--- src/rtl/align_traceback.sv ---
// align_traceback: walks the direction-pointer matrix from the best cell toward the origin
// and emits one alignment op per step on a valid/ready stream.
module align_traceback #(
  parameter int QLEN = 32,
  parameter int SLEN = 32,
  parameter int RW   = $clog2(QLEN + 1),
  parameter int CW   = $clog2(SLEN + 1),
  parameter int LW   = $clog2(QLEN + SLEN + 1)
) (
  input  logic          clk,
  input  logic          rst_n,
  input  logic          start,
  input  logic [RW-1:0] start_row,
  input  logic [CW-1:0] start_col,
  input  logic          abort,
  output logic          ptr_rd,
  output logic [RW-1:0] ptr_row,
  output logic [CW-1:0] ptr_col,
  input  logic [1:0]    ptr_data,
  output logic          op_valid,
  input  logic          op_ready,
  output logic [1:0]    op,
  output logic [RW-1:0] op_row,
  output logic [CW-1:0] op_col,
  output logic          busy,
  output logic          done,
  output logic          err,
  output logic [LW-1:0] path_len
);
  typedef enum logic [2:0] {IDLE, READ, WAIT, EMIT, DONE} state_t;
  state_t state, nxt;
  logic [RW-1:0] cur_row;
  logic [CW-1:0] cur_col;
  logic border, bad_start, take;
  assign border    = cur_row == '0 || cur_col == '0;
  assign bad_start = int'(start_row) > QLEN || int'(start_col) > SLEN;
  // abort wins over a same-cycle handshake, so the op is not counted
  assign take      = state == EMIT && op_ready && !abort;
  assign ptr_rd    = state == READ && !border;
  assign ptr_row   = cur_row;
  assign ptr_col   = cur_col;
  assign op_valid  = state == EMIT;
  assign busy      = state != IDLE;
  assign done      = state == DONE;
  always_comb begin
    nxt = state;
    case (state)
      IDLE:    nxt = start ? (bad_start ? DONE : READ) : IDLE;
      READ:    nxt = border ? DONE : WAIT;
      WAIT:    nxt = ptr_data == 2'b00 ? DONE : EMIT;
      EMIT:    nxt = op_ready ? READ : EMIT;
      default: nxt = IDLE;
    endcase
    if (abort && state != IDLE) nxt = IDLE;
  end
  always_ff @(posedge clk or negedge rst_n) begin
    if (!rst_n) begin
      state    <= IDLE;
      cur_row  <= '0;
      cur_col  <= '0;
      op       <= '0;
      op_row   <= '0;
      op_col   <= '0;
      err      <= 1'b0;
      path_len <= '0;
    end else begin
      state <= nxt;
      if (state == IDLE && start) begin
        cur_row  <= start_row;
        cur_col  <= start_col;
        path_len <= '0;
        err      <= bad_start;
      end
      if (state == WAIT && ptr_data != 2'b00) begin
        op     <= ptr_data;
        op_row <= cur_row;
        op_col <= cur_col;
      end
      if (take) begin
        if (op != 2'b11) cur_row <= cur_row - RW'(1);
        if (op != 2'b10) cur_col <= cur_col - CW'(1);
        path_len <= path_len + LW'(1);
      end
    end
  end
endmodule

--- config.mk ---
export PLATFORM = sky130hd
export DESIGN_NAME = align_traceback
export DESIGN_NICKNAME = d
export VERILOG_FILES = /design/src/rtl/align_traceback.sv
export SDC_FILE = /design/constraint.sdc
export NUM_CORES = 1
export LEC_CHECK = 0
export CORE_UTILIZATION = 62
export CTS_CLUSTER_SIZE = 30
export DETAILED_ROUTE_END_ITERATION = 8
export DONT_BUFFER_PORTS = 1
export GPL_TIMING_DRIVEN = 0
export PLACE_DENSITY = 0.79
export SLEW_MARGIN = 20
export SYNTH_ARGS = -nofsm -noshare
export SYNTH_HDL_FRONTEND = slang
export SYNTH_SLANG_ARGS = --single-unit
--- constraint.sdc ---
create_clock -name clk -period 1.8 [get_ports clk]
set_clock_uncertainty 0.1 [all_clocks]
set_input_delay 0.36 -clock clk [delete_from_list [all_inputs] [get_ports clk]]
set_output_delay 0.36 -clock clk [all_outputs]
set_load 0.05 [all_outputs]
# Yosys cells after proc, flatten, opt, wreduce, memory -nomap -nowiden
# Index checks and enable logic that the tools add are counted.
# classes
muxes	15
n_eq_ne	6
n_addsub	3
reduce_logical	17
n_lt_le_gt_ge	2
# op_table
operator	count
two-way mux 6 bit	6
two-way mux 3 bit	5
two-way mux 7 bit	2
greater-than comparator 6 bit, second input constant	2
logical NOT 6 bit	2
case mux 3 bit (4 select lines)	1
subtractor 6 x 1 -> 6 bit, second input constant	2
adder 7 x 1 -> 7 bit, second input constant	1
equality test 3 x 2 -> 1 bit, second input constant	2
logical AND 1 bit	6
inequality test 2 bit, second input constant	2
nonzero test 2 bit	2
equality test 3 x 1 -> 1 bit, second input constant	1
equality test 3 bit, second input constant	1
logical NOT 3 bit	1
nonzero test 3 bit	1
logical NOT 1 bit	2
logical NOT 2 bit	1
logical OR 1 bit	2
two-way mux 2 bit	1
# word_totals
input_bits	19
wordCells	51
reg_bits	37

# Depth between registers and ports, before layout
# logic_depth
word_depth	6
ltp_mapped	6

# Least setup slack after synthesis
# OpenSTA, ideal clock, no wires.
# synth_path
path_type	reg2out
start	register cur_col[0], in the netlist ptr_col[0]
end	output port ptr_rd
path_stages_with_launch	6
t_arrival_ns	2.138
path_slack_ns	-0.798
path_buffers	0
path_cell_list	dfrtp_1 inv_1 ha_1 nor3b_1 a32oi_1 nor2b_1
# synth_between
elab_chain_len	4
# synth_rtl
item	line	text
start, declared	33	logic [CW-1:0] cur_col;
start signal, assigned	70	cur_col <= start_col;
start signal, assigned	81	if (op != 2'b10) cur_col <= cur_col - CW'(1);
logical NOT 6 bit	35	assign border = cur_row == '0 || cur_col == '0;
logical OR 1 bit	35	
logical NOT 1 bit	39	assign ptr_rd = state == READ && !border;
logical AND 1 bit	39	
end, declared	16	output logic ptr_rd,
# Every way passes these cells.

# Final worst setup path
# layout_path
start	register cur_row[0], in the netlist ptr_row[0]
end	output port ptr_rd
# layout_between
elab_chain_len	4
# layout_rtl
item	line	text
start, declared	32	logic [RW-1:0] cur_row;
start signal, assigned	69	cur_row <= start_row;
start signal, assigned	80	if (op != 2'b11) cur_row <= cur_row - RW'(1);
logical NOT 6 bit	35	
logical OR 1 bit	35	
logical NOT 1 bit	39	
logical AND 1 bit	39	
# Every way passes these cells.

==> reports/qor.txt <==
status: complete, but fails checks
failing checks: DRC, setup timing
DR vias: 1596
CTS tree: built
H-tree depth: 2
Rel. slew slack: 55.78%
setup ws final: -0.6494 ns
Port Buf Inserts: 0
first-pass GRT wire length: 7148 um
Worst Path Required: 1.34 ns
Crit Path Max Fanout: 5
drt pass-1 iters: 6
overall power: 5.022 mW
Rows: 19
Min Clock Period, post-route: 2.449 ns
Syn Nets: 207
register area: 940.9 um^2
critical path startpoint: ptr_row[0]
Worst setup EP type: output port
DRC viols: 5
Cells after Synth: 185
aggregate global-route resource usage: 28.76%
Fill cells: 137
Die Area: 0.003320 mm^2
leakage: 1.135 nW
initial antenna violation count: 0
WL/cell: 19.89 um
startpoint types: flop
Root Buffer: clkbuf_4
power per standard cell area: 2057 mW/mm^2
RSZ-0062 raised after global routing: yes
Final Hold Viols: 0
worst-skew pair later-pin latency: 0.35 ns
Commonest cells post-synth: dfrtp_1 (37), nand2_1 (19), a21oi_1 (16), inv_1 (13)
WP data arrival: 1.99 ns
placed cell count: 216
#FFs+latches synth: 37
Congestion Overflow GR: 0
chip width: 57.62 um
top cell type by total area after synthesis: dfrtp_1
Final Routed Wirelength: 4893 um
Final Cycle Share: 136.1%
Detailed Place HPWL: 3010 um
Area Growth Syn to Fin: 27.27%
CP Class: flop to output port
share of post-route cells with drive strength above 1: 43.26%
HP Start: ptr_data[1]
Syn Std Cell Area: 0.001918 mm^2
Syn. warnings: 0
fin cells: 246
R2R setup slack: -0.21 ns
Clock transition at path regs: 0.11 ns
Max Cap Viol: 0
peak supply drop: 1689 uV
syn avg cell area: 10.37 um^2
vias in the first global route: 1592
# setup viols final: 5
Post-DRT Antenna Nets: 0
largest net degree at the start of global routing: 38
CTS Sinks: 37
Reg-to-Reg Start: ptr_row[0]
count of cell types in the netlist: 41
Initial DRC Count: 102
Post-synth EDFFs: 0
Post-layout nets: 236
Initial Util: 67.24%
Synth Flop Type: dfrtp_1
core footprint: 0.002853 mm^2
Yosys top cell area share: 48.27%
fmax: 408.3 MHz
Num CTS Buffers: 5
ys async rst share: 100.0%
via-per-instance ratio: 6.488
type of the most critical hold path: input port to flop
# diodes: 0
area of the multi-input gates: 0.001064 mm^2
clock buffer depth: 2
post-synthesis sequential area ratio: 48.27%
num ports: 57
Worst-Margin Slew: 0.6634 ns
Slew Viols, Final: 0
leading post-synthesis cells by cell area: dfrtp_1 (48%), mux2_4 (6.3%), a21oi_1 (4.2%)
routability cong.: 0.7875
die height: 57.62 um
top-count cell post-synth: dfrtp_1
==> power breakdown <==
part	switching (mW)	internal, mW	total, mW
sequential	1.49	1.15	2.64
combinational	0.870	0.904	1.77
clock	0.279	0.330	0.609
total	2.64	2.38	5.02
==> repair_timing <==
action,in CTS,in global routing
hold buffers,2,0
buffers inserted,10,9
hold endpoints to repair,37,0
pin swaps,6,6
gates cloned,0,1
resized for setup,17,19
endpoints found under the setup margin,15,27
==> cells by family after synthesis <==
logic type	Yosys count	synth area share, %
flops	37	48.27
buf+inv	18	4.697
mux	17	11.29
simple gates	60	17.55
fa+ha+maj	3	1.957
compound gates	50	16.24
==> flip-flops by register name, indices dropped and copies added, names as in the netlist <==
register / count
state: 3
op_row: 6
path_len: 7
ptr_col: 6
op: 2
err: 1
op_col: 6
ptr_row: 6
==> path summary, 6_finish.rpt <==
| path | end | depth (start not counted) |
|---|---|---|
| setup / recovery | ptr_rd | 5 |
| hold / removal | op[1] | 2 |
| setup reg to reg | state[1] | 6 |
| hold reg to reg | path_len[3] | 1 |
| max in group asynchronous | state[2] | 2 |
| min in group asynchronous | op_row[0] | 2 |
==> metal layers <==
layer	track usage, %	up-vias	wire length [um]
li1	-	726	-
met3	10.27	8	447
met2	47.18	89	2469
met5	0	-	0
met4	12.89	0	76
met1	34.08	773	1899
==> cells in the final DEF, fill, tap and decap left out, types with 2 or more instances in the layout <==
cell type,instances
a21oi_1,15
a2bb2oi_1,2
a31o_2,2
a41o_1,2
and3_1,3
buf_12,2
buf_4,20
clkbuf_4,5
dfrtp_1,25
dfrtp_2,12
ha_4,3
inv_1,9
inv_2,4
mux2_2,5
mux2_4,8
mux2i_1,4
nand2_1,18
nand2b_1,2
nand3_1,3
nand3_2,2
nor2_1,11
nor3_1,4
nor3b_4,3
o21ai_0,11
o21ai_1,4
o22ai_2,6
o31a_1,2
or3_4,2
or4_1,2
==> area by class of cell <==
type | count | area share (%)
multi-input combinational | 130 | 43.57
sequential | 37 | 38.54
timing repair buffer | 22 | 8.252
inverter | 14 | 2.358
clock buffer | 6 | 2.101
buffer | 4 | 2.050
tap | 31 | 1.589
clock inverter | 2 | 1.538
==> worst max-delay path, cell delays in order, from the launching register on <==
cell and delay, ns:
dfrtp_2 0.59, inv_2 0.10, ha_4 0.18, nor3b_4 0.15
a32oi_2 0.23, nor2b_4 0.39
==> through the flow <==
| step | setup slack, ns | hold WS, ns | utilization (%) | area [um^2] | setup TNS, ns |
|---|---|---|---|---|---|
| after global placement | -0.3109 | -0.03483 | 70.13 | 2001 | -0.5676 |
| after floorplan | -0.1553 | -0.03559 | - | 1962 | -0.1979 |
| after CTS | -0.6418 | 0.03758 | 79.69 | 2273 | -0.8460 |
| final | -0.6494 | 0.04545 | 85.57 | 2441 | -0.9034 |
| after global routing | -0.7115 | 0.03450 | 85.57 | 2441 | -1.246 |
| after detailed placement | -0.3263 | -0.03495 | 70.13 | 2001 | -0.9534 |
No activity file was read; power rests on OpenSTA's default activity.
